File: src/rtl/mod_cmd_pkg.sv
// Shared definitions for the command sequencer: FSM state encoding and
// default sizing constants.
package mod_cmd_pkg;

  localparam int DEF_REG_WIDTH      = 32;
  localparam int DEF_FIFO_DEPTH     = 4;
  localparam int DEF_TIMEOUT_CYCLES = 64;

  typedef enum logic [2:0] {
    IDLE,
    RD_REQ,
    WR_REQ,
    RD_WAIT,
    WR_WAIT,
    CAPTURE,
    RESP
  } seq_state_e;

endpackage

File: src/rtl/mod_cmd_fifo.sv
// Synchronous command queue; pointers carry one extra wrap bit so full and
// empty are distinguishable without a separate count.
module mod_cmd_fifo #(
  parameter int WIDTH = 65,
  parameter int DEPTH = 4
) (
  input  logic             clk,
  input  logic             rst,
  input  logic             push,
  input  logic [WIDTH-1:0] push_data,
  input  logic             pop,
  output logic [WIDTH-1:0] pop_data,
  output logic             full,
  output logic             empty
);
  localparam int AW = $clog2(DEPTH);

  logic [AW:0]      wr_ptr, rd_ptr;
  logic [WIDTH-1:0] mem [DEPTH];

  assign empty    = (wr_ptr == rd_ptr);
  assign full     = (wr_ptr[AW] != rd_ptr[AW]) && (wr_ptr[AW-1:0] == rd_ptr[AW-1:0]);
  assign pop_data = mem[rd_ptr[AW-1:0]];

  always_ff @(posedge clk or posedge rst) begin
    if (rst) begin
      wr_ptr <= '0;
      rd_ptr <= '0;
    end else begin
      if (push && !full) wr_ptr <= wr_ptr + 1'b1;
      if (pop && !empty) rd_ptr <= rd_ptr + 1'b1;
    end
  end

  // Storage needs no reset: entries are only read once written.
  always_ff @(posedge clk) begin
    if (push && !full) mem[wr_ptr[AW-1:0]] <= push_data;
  end

endmodule

File: src/rtl/mod_cmd_sequencer.sv
// Queues client register commands and replays them one at a time onto the
// Master_Interface request lines, returning one response per command.
module mod_cmd_sequencer
  import mod_cmd_pkg::*;
#(
  parameter int REG_WIDTH      = DEF_REG_WIDTH,
  parameter int FIFO_DEPTH     = DEF_FIFO_DEPTH,
  parameter int TIMEOUT_CYCLES = DEF_TIMEOUT_CYCLES
) (
  input  logic                 ACLK,
  input  logic                 ARESET,
  input  logic                 CMD_VALID,
  output logic                 CMD_READY,
  input  logic                 CMD_WR,
  input  logic [REG_WIDTH-1:0] CMD_ADDR,
  input  logic [REG_WIDTH-1:0] CMD_WDATA,
  output logic                 RSP_VALID,
  input  logic                 RSP_READY,
  output logic                 RSP_WR,
  output logic                 RSP_ERR,
  output logic [REG_WIDTH-1:0] RSP_DATA,
  output logic                 MOD_2_M_RRQST,
  output logic [REG_WIDTH-1:0] MOD_2_M_RADDR,
  output logic                 MOD_2_M_WARQST,
  output logic [REG_WIDTH-1:0] MOD_2_M_WADDR,
  output logic                 MOD_2_M_WRQST,
  output logic [REG_WIDTH-1:0] MOD_2_M_WDATA,
  input  logic                 ARREADY,
  input  logic                 AWREADY,
  input  logic                 WREADY,
  input  logic                 RVALID,
  input  logic                 RREADY,
  input  logic                 BVALID,
  input  logic                 BREADY,
  input  logic [REG_WIDTH-1:0] M_2_MOD_RDATA,
  input  logic                 M_2_MOD_WRESULT,
  output logic                 BUSY
);
  localparam int               CMD_W   = 2 * REG_WIDTH + 1;
  localparam int               WDW     = $clog2(TIMEOUT_CYCLES + 1);
  localparam logic [WDW-1:0]   WD_LAST = WDW'(TIMEOUT_CYCLES - 1);

  seq_state_e state, state_n;
  logic [WDW-1:0] wdog, wdog_n;
  logic cur_wr, cur_wr_n;
  logic fifo_full, fifo_empty, pop;
  logic [CMD_W-1:0] head;
  logic head_wr;
  logic [REG_WIDTH-1:0] head_addr, head_wdata;

  logic rrqst_n, warqst_n, wrqst_n;
  logic [REG_WIDTH-1:0] raddr_n, waddr_n, wdata_n;
  logic rsp_valid_n, rsp_wr_n, rsp_err_n;
  logic [REG_WIDTH-1:0] rsp_data_n;

  mod_cmd_fifo #(.WIDTH(CMD_W), .DEPTH(FIFO_DEPTH)) u_fifo (
    .clk       (ACLK),
    .rst       (ARESET),
    .push      (CMD_VALID),
    .push_data ({CMD_WR, CMD_ADDR, CMD_WDATA}),
    .pop       (pop),
    .pop_data  (head),
    .full      (fifo_full),
    .empty     (fifo_empty)
  );

  assign {head_wr, head_addr, head_wdata} = head;
  assign CMD_READY = !fifo_full;
  assign BUSY      = (state != IDLE) || !fifo_empty;

  always_comb begin
    state_n     = state;
    wdog_n      = wdog;
    cur_wr_n    = cur_wr;
    pop         = 1'b0;
    rrqst_n     = MOD_2_M_RRQST;
    raddr_n     = MOD_2_M_RADDR;
    warqst_n    = MOD_2_M_WARQST;
    waddr_n     = MOD_2_M_WADDR;
    wrqst_n     = MOD_2_M_WRQST;
    wdata_n     = MOD_2_M_WDATA;
    rsp_valid_n = RSP_VALID;
    rsp_wr_n    = RSP_WR;
    rsp_err_n   = RSP_ERR;
    rsp_data_n  = RSP_DATA;
    unique case (state)
      IDLE: begin
        if (!fifo_empty) begin
          pop      = 1'b1;
          cur_wr_n = head_wr;
          wdog_n   = '0;
          if (head_wr) begin
            state_n  = WR_REQ;
            warqst_n = 1'b1;
            wrqst_n  = 1'b1;
            waddr_n  = head_addr;
            wdata_n  = head_wdata;
          end else begin
            state_n = RD_REQ;
            rrqst_n = 1'b1;
            raddr_n = head_addr;
          end
        end
      end
      RD_REQ, WR_REQ, RD_WAIT, WR_WAIT: begin
        wdog_n = wdog + 1'b1;
        // Watchdog expiry overrides any handshake landing on the same edge.
        if (wdog == WD_LAST) begin
          rrqst_n     = 1'b0;
          raddr_n     = '0;
          warqst_n    = 1'b0;
          waddr_n     = '0;
          wrqst_n     = 1'b0;
          wdata_n     = '0;
          rsp_valid_n = 1'b1;
          rsp_wr_n    = cur_wr;
          rsp_err_n   = 1'b1;
          rsp_data_n  = '0;
          state_n     = RESP;
        end else begin
          unique case (state)
            RD_REQ: if (ARREADY) begin
              rrqst_n = 1'b0;
              raddr_n = '0;
              state_n = RD_WAIT;
            end
            WR_REQ: if (AWREADY && WREADY) begin
              warqst_n = 1'b0;
              waddr_n  = '0;
              wrqst_n  = 1'b0;
              wdata_n  = '0;
              state_n  = WR_WAIT;
            end
            RD_WAIT: if (RVALID && RREADY) state_n = CAPTURE;
            WR_WAIT: if (BVALID && BREADY) state_n = CAPTURE;
            default: ;
          endcase
        end
      end
      CAPTURE: begin
        rsp_valid_n = 1'b1;
        rsp_wr_n    = cur_wr;
        rsp_err_n   = 1'b0;
        rsp_data_n  = cur_wr ? {{(REG_WIDTH-1){1'b0}}, M_2_MOD_WRESULT} : M_2_MOD_RDATA;
        state_n     = RESP;
      end
      RESP: begin
        if (RSP_READY) begin
          rsp_valid_n = 1'b0;
          state_n     = IDLE;
        end
      end
      default: state_n = IDLE;
    endcase
  end

  always_ff @(posedge ACLK or posedge ARESET) begin
    if (ARESET) begin
      state          <= IDLE;
      wdog           <= '0;
      cur_wr         <= 1'b0;
      MOD_2_M_RRQST  <= 1'b0;
      MOD_2_M_RADDR  <= '0;
      MOD_2_M_WARQST <= 1'b0;
      MOD_2_M_WADDR  <= '0;
      MOD_2_M_WRQST  <= 1'b0;
      MOD_2_M_WDATA  <= '0;
      RSP_VALID      <= 1'b0;
      RSP_WR         <= 1'b0;
      RSP_ERR        <= 1'b0;
      RSP_DATA       <= '0;
    end else begin
      state          <= state_n;
      wdog           <= wdog_n;
      cur_wr         <= cur_wr_n;
      MOD_2_M_RRQST  <= rrqst_n;
      MOD_2_M_RADDR  <= raddr_n;
      MOD_2_M_WARQST <= warqst_n;
      MOD_2_M_WADDR  <= waddr_n;
      MOD_2_M_WRQST  <= wrqst_n;
      MOD_2_M_WDATA  <= wdata_n;
      RSP_VALID      <= rsp_valid_n;
      RSP_WR         <= rsp_wr_n;
      RSP_ERR        <= rsp_err_n;
      RSP_DATA       <= rsp_data_n;
    end
  end

endmodule
File: config.mk
export PLATFORM = sky130hd
export DESIGN_NAME = mod_cmd_sequencer
export DESIGN_NICKNAME = d
export VERILOG_FILES = /design/src/rtl/mod_cmd_pkg.sv /design/src/rtl/mod_cmd_fifo.sv /design/src/rtl/mod_cmd_sequencer.sv
export SDC_FILE = /design/constraint.sdc
export NUM_CORES = 1
export LEC_CHECK = 0
export CAP_MARGIN = 10
export CORE_MARGIN = 1
export CORE_UTILIZATION = 58
export CTS_CLUSTER_DIAMETER = 120
export DETAILED_ROUTE_END_ITERATION = 10
export PLACE_DENSITY = 0.85
export SLEW_MARGIN = 20
export SYNTH_ARGS = -nofsm -noshare
export SYNTH_HDL_FRONTEND = slang
export SYNTH_HIERARCHICAL = 1
export SYNTH_SLANG_ARGS = --single-unit
File: constraint.sdc
create_clock -name ACLK -period 8.85 [get_ports ACLK]
set_input_delay 1.77 -clock ACLK [delete_from_list [all_inputs] [get_ports ACLK]]
set_output_delay 1.77 -clock ACLK [all_outputs]
set_load 0.01 [all_outputs]
== Word level (Yosys, flattened, before mapping) ==
Memory sizes are Yosys's and may differ from the RTL's.
Index checks and enable logic that the tools add are counted.

* Muxes and demuxes: 52
* Add/subtract/negate cells: 3
* Reduce and logical (&&, ||, !) cells: 22
* Bitwise logic cells: 1
* Equality and inequality tests: 24

{| class="wikitable"
|+ Operator list
! operator !! count
|-
| 2-to-1 mux 32 bit || 14
|-
| one-hot mux 32 bit (2 select lines) || 4
|-
| one-hot mux 3 bit (4 select lines) || 2
|-
| 2-to-1 mux 3 bit || 7
|-
| 2-to-1 mux 1 bit || 17
|-
| != test 4 bit (second input constant) || 4
|-
| one-hot mux 7 bit (2 select lines) || 1
|-
| != test 3 bit (second input constant) || 4
|-
| != test 2 bit (second input constant) || 5
|-
| AND reduction 5 bit || 2
|-
| equality test 3 bit (second input constant) || 3
|-
| one-hot mux 1 bit (2 select lines) || 4
|-
| adder 7 x 1 -> 7 bit (second input constant) || 1
|-
| equality test 7 x 6 -> 1 bit (second input constant) || 1
|-
| 2-to-1 mux 7 bit || 1
|-
| AND reduction 7 bit || 1
|-
| adder 3 x 1 -> 3 bit (second input constant) || 2
|-
| equality test 3 x 2 -> 1 bit (second input constant) || 2
|-
| logical AND 1 bit || 6
|-
| != test 6 bit (second input constant) || 1
|-
| AND reduction 2 bit || 3
|-
| nonzero test 3 bit || 2
|-
| nonzero test 2 bit || 2
|-
| OR reduction 4 bit || 1
|-
| other kinds (11) || 12
|}

* Input port bits: 109
* Memories: 1
* Memory bits (writable): 260
* Register bits after elaboration: 150
* Logic and storage cells: 117

{| class="wikitable"
|+ Memories
! name !! depth !! bits a word !! rd ports !! clocked after memory_dff !! write ports !! line !! text
|-
| u_fifo.mem || 4 || 65 || 1 || 0 || 1 || mod_cmd_fifo.sv:19 || <nowiki>logic [WIDTH-1:0] mem [DEPTH];</nowiki>
|}

== Longest topological paths before layout ==
Gate-level depths: netlist of the first run.

* Word-level depth: 6
* Mapped depth: 10

== By module ==
Netlist of the first run, hierarchy kept.

{| class="wikitable"
|+ Modules (own cells, without submodules)
! module !! instances !! seq. area each (um^2) !! area an instance (um^2) !! cells an instance
|-
| mod_cmd_fifo || 1 || 7,957.6 || 9,903.2 || 390
|-
| mod_cmd_sequencer || 1 || 3,603.5 || 5,858.1 || 471
|}

== Worst setup path before layout of the first run ==
Ideal clock, no wire load.

* Path kind: input port to flip-flop
* Start: input CMD_VALID
* End: memory u_fifo.mem[3][0] (enable)
* Cell stages on the path: 2
* Required time: 8,396 ps
* Setup slack: 4,548 ps
* Path buffers: 0
* Data arrival time: 3,848 ps
* Library setup time: 454 ps
* Cell sequence: nand2_1 > a31oi_2

* Word-level cells in the longest chain between the ends: 3

{| class="wikitable"
|+ Ends and longest elaborated chain
! item !! line !! text
|-
| from (decl) || mod_cmd_sequencer.sv:12 || <nowiki>input logic CMD_VALID,</nowiki>
|-
| logical AND 1 bit || mod_cmd_fifo.sv:37 || <nowiki>if (push && !full) mem[wr_ptr[AW-1:0]] <= push_data;</nowiki>
|-
| 2-to-1 mux 1 bit || mod_cmd_fifo.sv:37 ||
|-
| 2-to-1 mux 1 bit (implied by the code) || mod_cmd_fifo.sv:37 ||
|-
| to (decl) || mod_cmd_fifo.sv:19 ||
|}

No other way between the ends.

== Worst setup path after layout of the first run ==
* Start: register u_fifo.rd_ptr[0]
* End: output BUSY

* Word-level cells in the longest chain between the ends: 3

{| class="wikitable"
|+ Ends and longest elaborated chain
! item !! line !! text
|-
| from (decl) || mod_cmd_fifo.sv:18 || <nowiki>logic [AW:0] wr_ptr, rd_ptr;</nowiki>
|-
| from (signal assigned) || mod_cmd_fifo.sv:31 || <nowiki>if (pop && !empty) rd_ptr <= rd_ptr + 1'b1;</nowiki>
|-
| equality test 3 bit || mod_cmd_fifo.sv:21 || <nowiki>assign empty = (wr_ptr == rd_ptr);</nowiki>
|-
| named net fifo_empty || mod_cmd_sequencer.sv:46 || <nowiki>logic fifo_full, fifo_empty, pop;</nowiki>
|-
| logical NOT 1 bit || mod_cmd_sequencer.sv:69 || <nowiki>assign BUSY = (state != IDLE) || !fifo_empty;</nowiki>
|-
| logical OR 1 bit || mod_cmd_sequencer.sv:69 ||
|-
| to (decl) || mod_cmd_sequencer.sv:37 || <nowiki>output logic BUSY</nowiki>
|}

The timed path passes the listed nets, and every way through them passes these cells.

==> metrics.md, run 1 <==
| Metric | Value |
|---|---|
| First-pass GRT wire length | 53100 µm |
| Die width | 167 µm |
| Fmax | 210 MHz |
| Port Buffers | 244 |
| Post-synthesis sequential area ratio | 0.734 |
| CTS tree | yes |
| Worst-path cell chain | xor2_2, nor3_1, nand2_1, clkdlybuf4s50_1 |
| Worst EP arrival | roughly 3000 ps |
| Tcrit/Tclk final | 0.539 |
| Vias per cell | about 5.9 |
| Core box area | about 0.026 mm² |
| Post-synth top flop | edfxtp_1 |
| Hold Crit Depth | 1 |
| Largest net degree at the start of global routing | 81 |
| Kind of critical path | reg -> out |
| Mapped Nets | between 900 and 1000 |
| RSZ-0062 raised after global routing | false |
| Total Wirelength | 33700 µm |
| Compound-Gate Fraction of Synth Area | 0.0708 |
| Slew @ Worst Pin | 1080 ps |
| Area share of fa/ha/maj cells after synthesis | 0.00476 |
| Worst Hold End | MOD_2_M_WADDR[0] |
| R2R depth | 8 |
| Yosys cell types | between 50 and 60 |
| RR Endpoint | MOD_2_M_WDATA[11] |
| Largest cells by area after synthesis | edfxtp_1 50%, dfrtp_1 24%, mux4_2 9.3% |
| Crit Reg-Reg Startpoint | u_fifo/rd_ptr[0] |
| Post-CTS Setup Inserts | 0 |
| Yosys top cell by area | edfxtp_1 |
| # setup viols final | 0 |
| Synthesized instance count | 861 |
| Die H | approximately 170 µm |
| Final min period | 4770 ps |
| CP top delay family | flip-flops |
| GP Congestion | around 0.82 |
| Number of hold buffers added after CTS | 0 |
| Ys Warns | 6 |
| Final ANT Viol Nets | 0 |
| Hpwl dp | about 20000 µm |
| Final slew viol count | 0 |
| CP max stage cell | dfrtp_4 |
| Clk buf depth | 3 |
| R2r setup slk | a little under 5000 ps |
| Clock-pin slew on the worst setup and hold paths | 60 ps |
| Pwr dens | 358 mW/mm² |
| CTS Buf Count | 40 |
| Die area | between 0.02 and 0.03 mm² |
| Xor-xnor portion of the synthesized cell area | 0.00921 |
| Hold Path Class | reg -> reg |
| DRC | 0 |
| Synthesized area | 0.0158 mm² |
| Post-CTS sizing | 0 |
| Drt pass-1 iters | 5 |
| Outcome | completed |
| Max-Cap Viols | 0 |
| Antenna violations before repair | 2 |
| Synth Register Bits | 410 |
| CP required | 7080 ps |
| Area share of and/or/nand/nor cells after synthesis | 0.0298 |
| HP Start | MOD_2_M_WADDR[0] |
| Share of post-route cells with drive strength above 1 | 0.139 |
| Drt wl/cell | 23.0 µm |
| Tot GR Track Use | 0.251 |
| Fraction of registers with async set/reset | 0.366 |
| Peak VDD IR | 0.254 mV |
| Crit-path max cell delay | 880 ps |
| Top-count cell post-synth | edfxtp_1 |
| Leak | 7.34 nW |
| Skew-Pair Late Insertion Delay | 530 ps |
| Avg Cell Area, Syn | 18.3 µm² |
| Yosys top cell area share | 0.495 |
| Worst Path Max Fanout | 32 |
| # rows | 59 |
| CP Launch Type | register |
| Commonest cells in the netlist | 260 x edfxtp_1, 150 x dfrtp_1, 95 x a22o_1 |
| Number of global-route vias before repair | 9316 |
| Hold Worst Slack | 497 ps |
| Initial Util | 0.598 |
| CTS H-tree depth | 2 |
| Mux contribution to synthesized area | 0.117 |
| Total negative slack | 0 ps |
| GR Overflow Total | 0 |
| Total number of vias | about 8700 |
| Clock root buffer | clkbuf_16 |
| Largest family of logic cells by synthesized area | multiplexers |
| Rel. slew slack | 0.282 |
| Boundary Pins | 245 |
| TritonCTS Sinks | 410 |
| Final Skew | 25.1 ps |
| Initial DRC Count | 803 |
| Crit path capture type | primary output |
| Fill cells | 1482 |
| CP Buf/Inv Count | 1 |
| Layout Nets | 1219 |
| Post-synth EDFFs | 260 |
| Area grow syn2layout | 25.1% |
| Final Hold Viols | 0 |
[area by class of cell]
cell class	instances	area (µm²)	share of cell area
inverters	43	166	0.00844
flip-flops and latches	410	11600	0.586
well taps	335	419	0.0212
diodes	1	2.50	0.000127
repair buffers	252	2510	0.127
multi-input cells	357	3700	0.188
clock buffers	54	1110	0.0565
clock inverters	17	248	0.0126
[layer usage]
metal  global-route usage  routed length, µm  vias to the layer above
met5                    0                  0                        -
met4               0.0688                700                        0
met3               0.0656               2650                       56
met2                0.434              17200                      353
met1                0.316              13100                     4510
li1                     -                  -                     3816
[sequential cells by signal, summed over array words and instances (netlist names), 7 cells and up]
| signal | count |
|---|---|
| MOD_2_M_RADDR | 32 |
| RSP_DATA | 32 |
| u_fifo/mem | 260 |
| MOD_2_M_WADDR | 32 |
| MOD_2_M_WDATA | 32 |
| wdog | 7 |
[worst reg2reg max path, stage by stage, from the launching register on]
cell       delay [ps]
dfrtp_4           880
buf_4             720
mux4_2            700
nand2b_1          180
mux2_2            180
a2bb2oi_1         160
o21a_2            130
buf_4             650
a22o_1            290
[logic make-up (layout without fill, tap and decap cells)]
logic type,after synthesis,after routing
other cells,0,1
xor+xnor,14,14
compound gates,134,134
flops,410,410
buf+inv,94,366
mux,103,103
fa+ha+maj,6,6
simple gates,100,100
[metrics by stage]
stage	total power, mW	util	cells	setup slack [ps]	area (µm²)
floorplan	4.41	-	861	3210	15800
global placement	5.24	0.696	1397	4670	18300
detailed placement	5.34	0.696	1397	4650	18400
CTS	7.12	0.748	1468	4110	19700
global route	7.41	0.748	1468	3920	19700
finish	7.06	0.748	1469	4080	19700
[worst max path at each step]
stage / from / to / slack (ps) / cells past startpoint
detailed placement: u_fifo/rd_ptr[1] / CMD_READY / 4650 / 6
CTS: u_fifo/rd_ptr[1] / CMD_READY / 4110 / 6
finish: u_fifo/rd_ptr[0] / BUSY / 4080 / 4
floorplan: ARESET / MOD_2_M_RADDR[0] / 3210 / 1
global placement: u_fifo/rd_ptr[1] / CMD_READY / 4670 / 6
global route: u_fifo/rd_ptr[0] / BUSY / 3920 / 4
[power breakdown]
group	switching (mW)	leakage [nW]	internal, mW
logic	1.15	2.37	1.20
registers	0.338	4.31	2.62
clock network	0.690	0.664	1.06
total	2.18	7.34	4.88
[cells in the final DEF, fill, tap and decap left out, drive strengths merged, types with 6 or more instances in the layout]
cell and n:
xor2 9, ha 6, nor3 7, mux2i 35
buf 8, bufinv 6, nor2 18, edfxtp 260
a21oi 13, clkinv 9, nand2 48, clkbuf 54
dfrtp 150, a22o 95, clkdlybuf4s50 244, inv 44
mux4 65
(Power assumes the default switching activity.)
==> inputs of run 2 (changes only) <==
--- a/config.mk
+++ b/config.mk
@@ -7,10 +7,10 @@
 export LEC_CHECK = 0
 export CAP_MARGIN = 10
 export CORE_MARGIN = 1
-export CORE_UTILIZATION = 58
+export CORE_UTILIZATION = 54
 export CTS_CLUSTER_DIAMETER = 120
 export DETAILED_ROUTE_END_ITERATION = 10
-export PLACE_DENSITY = 0.85
+export PLACE_DENSITY = 0.8
 export SLEW_MARGIN = 20
 export SYNTH_ARGS = -nofsm -noshare
 export SYNTH_HDL_FRONTEND = slang
==> constraint.sdc (replaced) <==
create_clock -name ACLK -period 4.8 [get_ports ACLK]
set_input_delay 0.96 -clock ACLK [delete_from_list [all_inputs] [get_ports ACLK]]
set_output_delay 0.96 -clock ACLK [all_outputs]
set_load 0.01 [all_outputs]
==> metrics.md, run 2 (synthesized netlist as in run 1, its figures left out) <==
| Metric | Value |
|---|---|
| Final min period | 3870 ps |
| Routed wl met3 | 2450 µm (was 2650 µm) |
| CP Buf/Inv Count | 1 (unchanged) |
| Fmax | roughly 260 MHz |
| Tcrit/Tclk final | 0.807 |
| Hpwl dp | 19300 µm (was 19900 µm) |
| Hold Worst Slack | 500 ps (was 497 ps) |
| Met1 Wirelength | 13100 µm (about the same) |
| Crit-path max cell delay | 830 ps (was 880 ps) |
| TritonCTS Sinks | 410 (unchanged) |
| Worst EP arrival | 2910 ps (was 3000 ps) |
| Worst Path Max Fanout | 28 (was 32) |
| Leak | 7.34 nW (about the same) |
| Number of global-route vias before repair | 9193 (was 9316) |
| First-pass GRT wire length | 51300 µm (was 53100 µm) |
| Total number of vias | 8609 (was 8735) |
| Commonest non-fill, non-tap cell in the layout | edfxtp_1 (unchanged) |
| Final Hold Viols | 0 (unchanged) |
| GR Overflow Total | 0 (unchanged) |
| Die width | 173 µm (was 167 µm) |
| R2r setup slk | 1390 ps (was 4910 ps) |
| Skew-Pair Late Insertion Delay | 520 ps (was 530 ps) |
| CTS Buf Count | 41 (was 40) |
| Hold Path Class | reg -> reg (unchanged) |
| Tot GR Track Use | 0.223 (was 0.251) |
| Slew @ Worst Pin | 1080 ps (about the same) |
| Total negative slack | 0 ps (unchanged) |
| CP top delay family | flip-flops (unchanged) |
| GP Congestion | 0.810 (was 0.817) |
| Clk buf depth | 3 (unchanged) |
| FF+latch area | 0.0116 mm² (unchanged) |
| Initial DRC Count | 461 (was 803) |
| Largest net degree at the start of global routing | 66 (was 81) |
| Drt pass-1 iters | 5 (unchanged) |
| # rows | 62 (was 59) |
| Initial Util | 0.549 (was 0.598) |
| Post-CTS Setup Inserts | 0 (unchanged) |
| Clock-pin slew on the worst setup and hold paths | 60 ps (about the same) |
| Clock root buffer | clkbuf_16 (unchanged) |
| Final slew viol count | 0 (unchanged) |
| CP required | 3840 ps (was 7080 ps) |
| Drt wl/cell | 21.3 µm (was 23.0 µm) |
| Area of the multi-input gates | 0.00371 mm² (was 0.00370 mm²) |
| Post-CTS sizing | 0 (unchanged) |
| Rel. slew slack | 0.278 (was 0.282) |
| Most frequent cells in the layout | 260 x edfxtp_1, 244 x clkdlybuf4s50_1, 148 x dfrtp_1, 95 x a22o_1, 65 x mux4_2 (unchanged) |
| Vias per cell | 5.65 (was 5.95) |
| Kind of critical path | reg -> out (unchanged) |
| Total Wirelength | 32500 µm (was 33700 µm) |
| Max-Cap Viols | 0 (unchanged) |
| Flip-flop count of the largest register after layout | 260 (unchanged) |
| Core box area | 0.0287 mm² (was 0.0264 mm²) |
| Boundary Pins | 245 (unchanged) |
| Area grow syn2layout | 25.6% (was 25.1%) |
| Die area | 0.0299 mm² (was 0.0278 mm²) |
| Port Buffers | 244 (unchanged) |
| DRC | 0 (unchanged) |
| Final ANT Viol Nets | 0 (unchanged) |
| Number of hold buffers added after CTS | 0 (unchanged) |
| Die H | 173 µm (was 167 µm) |
| CP max stage cell | dfrtp_4 (unchanged) |
| CTS H-tree depth | 2 (unchanged) |
| Peak VDD IR | 0.373 mV (was 0.254 mV) |
| Share of post-route cells with drive strength above 1 | 0.137 (was 0.139) |
| Top Metal Used | met5 (was met4) |
| Pwr dens | 651 mW/mm² (was 358 mW/mm²) |
| Outcome | completed (unchanged) |
| # setup viols final | 0 (unchanged) |
| Layout Nets | 1221 (was 1219) |
| RSZ-0062 raised after global routing | false (unchanged) |
| CTS tree | yes (unchanged) |
| Antenna violations before repair | 2 (unchanged) |
| CP Launch Type | register (unchanged) |
| Fill cells | 1855 (was 1482) |
| Crit path capture type | primary output (unchanged) |
| Routed wl met2 | 16300 µm (was 17200 µm) |
| Final Skew | 12.3 ps (was 25.1 ps) |
| Worst-path cell chain | xor2_2, nor3_1, nand2_1, clkdlybuf4s50_1 (unchanged) |
run 2: stage by stage:
step / utilization / cell area [µm²] / std cells / power (mW) / worst slack (ps)
finish: 0.689 / 19800 / 1524 / 12.9 / 926
global route: 0.689 / 19800 / 1522 / 13.5 / 746
CTS: 0.689 / 19800 / 1522 / 13.0 / 934
detailed placement: 0.642 / 18400 / 1447 / 9.81 / 1410
global placement: 0.642 / 18400 / 1447 / 9.66 / 1540
floorplan: - / 15800 / 861 / 8.14 / 1310
run 2: area by class of cell:
class,instances,share of cell area
clock buffers,61,0.0587
diodes,2,0.000253
flip-flops and latches,410,0.585
well taps,384,0.0243
multi-input cells,357,0.187
repair buffers,253,0.127
clock inverters,14,0.00898
inverters,43,0.00835
run 2: final timing paths:
check | from | endpoint | cells after the start
max | u_fifo/rd_ptr[0] | BUSY | 4
min | MOD_2_M_WADDR[28] | MOD_2_M_WADDR[28] | 1
max reg2reg | u_fifo/rd_ptr[0] | MOD_2_M_WDATA[27] | 7
min reg2reg | MOD_2_M_WADDR[28] | MOD_2_M_WADDR[28] | 1
max in group asynchronous | ARESET | RSP_DATA[31] | 3
min in group asynchronous | ARESET | u_fifo/rd_ptr[0] | 2
run 2: where the power goes:
part	switching [mW]	internal [mW]
logic	2.08	2.20
registers	0.626	4.83
clock network	1.24	1.89
run 2: layer usage:
layer | track usage | up-vias
li1 | - | 3827
met1 | 0.283 | 4415
met2 | 0.380 | 314
met3 | 0.0613 | 51
met4 | 0.0560 | 2
met5 | 0 | -
==> inputs of run 3 (changes only) <==
--- a/config.mk
+++ b/config.mk
@@ -7,10 +7,10 @@
 export LEC_CHECK = 0
 export CAP_MARGIN = 10
 export CORE_MARGIN = 1
-export CORE_UTILIZATION = 54
+export CORE_UTILIZATION = 48
 export CTS_CLUSTER_DIAMETER = 120
 export DETAILED_ROUTE_END_ITERATION = 10
-export PLACE_DENSITY = 0.8
+export PLACE_DENSITY = 0.75
 export SLEW_MARGIN = 20
 export SYNTH_ARGS = -nofsm -noshare
 export SYNTH_HDL_FRONTEND = slang
==> constraint.sdc (replaced) <==
create_clock -name ACLK -period 3.4 [get_ports ACLK]
set_input_delay 0.68 -clock ACLK [delete_from_list [all_inputs] [get_ports ACLK]]
set_output_delay 0.68 -clock ACLK [all_outputs]
set_load 0.01 [all_outputs]
==> metrics.md, run 3 (synthesized netlist as in run 1, its figures left out) <==
| Metric | Value |
|---|---|
| Worst-path cell chain | xnor2_1, nand3_1, inv_1, inv_1, clkdlybuf4s50_1 (was xor2_2, nor3_1, nand2_1, clkdlybuf4s50_1) |
| Boundary Pins | 245 (unchanged) |
| Most frequent CP cell | inv_1 |
| Met1 Wirelength | 13800 µm (was 13100 µm) |
| Area of the multi-input gates | 0.00370 mm² (was 0.00371 mm²) |
| Combinational power share | 0.339 (was 0.332) |
| Post-CTS Setup Inserts | 0 (unchanged) |
| DRC | 0 (unchanged) |
| Antenna violations before repair | 2 (unchanged) |
| Overall power | 18.6 mW (was 12.9 mW) |
| Sw frac | 0.303 (was 0.307) |
| Tot GR Track Use | 0.200 (was 0.223) |
| Tcrit/Tclk final | 0.924 |
| Pwr dens | 928 mW/mm² (was 651 mW/mm²) |
| FF+latch area | 0.0116 mm² (unchanged) |
| Crit-path max cell delay | 610 ps (was 830 ps) |
| Pre-CTS WS | 483 ps (was 1410 ps) |
| Skew-Pair Late Insertion Delay | 540 ps (was 520 ps) |
| Total negative slack | 0 ps (unchanged) |
| Die width | 183 µm (was 173 µm) |
| # rows | 65 (was 62) |
| Ant diodes | 0 (was 2) |
| CTS Buf Count | 42 (was 41) |
| Rel. slew slack | 0.362 (was 0.278) |
| CP max stage cell | dfrtp_4 (unchanged) |
| Share of post-route cells with drive strength above 1 | 0.149 (was 0.137) |
| Max-Cap Viols | 0 (unchanged) |
| TritonCTS Sinks | 410 (unchanged) |
| Initial Util | 0.493 (was 0.549) |
| Top Metal Used | met5 (unchanged) |
| Drt wl/cell | 20.8 µm (was 21.3 µm) |
| CTS tree | yes (unchanged) |
| Final Hold Viols | 0 (unchanged) |
| CP top delay family | buffers and inverters (was flip-flops) |
| GR Overflow Total | 0 (unchanged) |
| Fill cells | 2255 (was 1855) |
| Int Pwr | 13.0 mW (was 8.92 mW) |
| Final setup margin | 258 ps (was 926 ps) |
| Total number of vias | 8588 (was 8609) |
| GP Congestion | 0.757 (was 0.810) |
| Vias per cell | 5.42 (was 5.65) |
| CTS H-tree depth | 2 (unchanged) |
| Worst Path Max Fanout | 19 (was 28) |
| First-pass GRT wire length | 51000 µm (was 51300 µm) |
| Crit path capture type | primary output (unchanged) |
| Switch Pwr | 5.66 mW (was 3.95 mW) |
| Hold Path Class | reg -> reg (unchanged) |
| CP required | 2720 ps (was 3840 ps) |
| Final Skew | 19.9 ps (was 12.3 ps) |
| Slew @ Worst Pin | 957 ps (was 1080 ps) |
| Port Buffers | 244 (unchanged) |
| Die area | 0.0336 mm² (was 0.0299 mm²) |
| Number of hold buffers added after CTS | 0 (unchanged) |
| Fmax | about 320 MHz |
| RSZ-0062 raised after global routing | false (unchanged) |
| Clock-pin slew on the worst setup and hold paths | 60 ps (about the same) |
| Sequential share of power | 0.405 (was 0.424) |
| Hold Worst Slack | 503 ps (was 500 ps) |
| Flip-flop count of the largest register after layout | 260 (unchanged) |
| Commonest non-fill, non-tap cell in the layout | edfxtp_1 (unchanged) |
| Clk buf depth | 3 (unchanged) |
| Hpwl dp | 20100 µm (was 19300 µm) |
| Initial DRC Count | 472 (was 461) |
| CP Launch Type | register (unchanged) |
| Die H | 183 µm (was 173 µm) |
| Routed wl met2 | 15900 µm (was 16300 µm) |
| Number of global-route vias before repair | 9071 (was 9193) |
| Most frequent cells in the layout | 260 x edfxtp_1, 244 x clkdlybuf4s50_1, 148 x dfrtp_1, 95 x a22o_1, 65 x mux4_2 (unchanged) |
| Peak VDD IR | 0.557 mV (was 0.373 mV) |
| Final slew viol count | 0 (unchanged) |
| Final min period | 3140 ps |
| Leak | 7.46 nW (was 7.34 nW) |
| Routed wl met3 | 2670 µm (was 2450 µm) |
| Total Wirelength | 33000 µm (was 32500 µm) |
| Clock root buffer | clkbuf_16 (unchanged) |
| Largest net degree at the start of global routing | 112 (was 66) |
| CP Buf/Inv Count | 3 (was 1) |
| # setup viols final | 0 (unchanged) |
| Outcome | completed (unchanged) |
| Core box area | 0.0320 mm² (was 0.0287 mm²) |
| Layout Nets | 1231 (was 1221) |
| Final ANT Viol Nets | 0 (unchanged) |
| Clock network power share | 0.256 (was 0.244) |
| Area grow syn2layout | 27.4% (was 25.6%) |
| Drt pass-1 iters | 5 (unchanged) |
| Worst EP arrival | 2460 ps (was 2910 ps) |
| Kind of critical path | reg -> out (unchanged) |
run 3: power by group through the flow:
stage               logic [mW]  registers [mW]  clock network [mW]
floorplan                 3.75            7.73                   0
global placement          6.25            7.59                   0
detailed placement        6.38            7.63                   0
CTS                       6.41            7.56                4.89
global route              6.81            7.69                5.10
finish                    6.31            7.55                4.78
run 3: final timing paths:
check / slack [ps] / depth (start not counted) / from / endpoint
max: 260 / 5 / u_fifo/rd_ptr[1] / CMD_READY
min: 500 / 1 / MOD_2_M_WADDR[24] / MOD_2_M_WADDR[24]
max reg2reg: 630 / 8 / u_fifo/rd_ptr[1] / MOD_2_M_WADDR[12]
min reg2reg: 500 / 1 / MOD_2_M_WADDR[24] / MOD_2_M_WADDR[24]
max in group asynchronous: 2180 / 3 / ARESET / MOD_2_M_WDATA[22]
min in group asynchronous: 520 / 2 / ARESET / u_fifo/rd_ptr[2]
run 3: per-layer routing:
layer	vias up	track usage
met5	-	0
li1	3851	-
met2	301	0.330
met4	4	0.0543
met1	4379	0.257
met3	53	0.0625
run 3: layout make-up:
class,instances,area share
timing repair buffer,262,0.132
tap,435,0.0271
inverter,43,0.00822
clock buffer,54,0.0561
sequential,410,0.576
clock inverter,23,0.0158
multi-input combinational,357,0.184
run 3: timing repair:
action                                  in CTS  in global routing
resized for setup                            0                  1
endpoints found under the setup margin       0                  1
endpoints found under the hold margin        0                  0
run 3: through the flow:
step | util | area [µm²] | cells
2_1_floorplan | - | 15800 | 861
3_3_place_gp | 0.583 | 18600 | 1507
3_5_place_dp | 0.583 | 18600 | 1507
4_1_cts | 0.628 | 20100 | 1584
5_1_grt | 0.628 | 20100 | 1584
6_report | 0.628 | 20100 | 1584
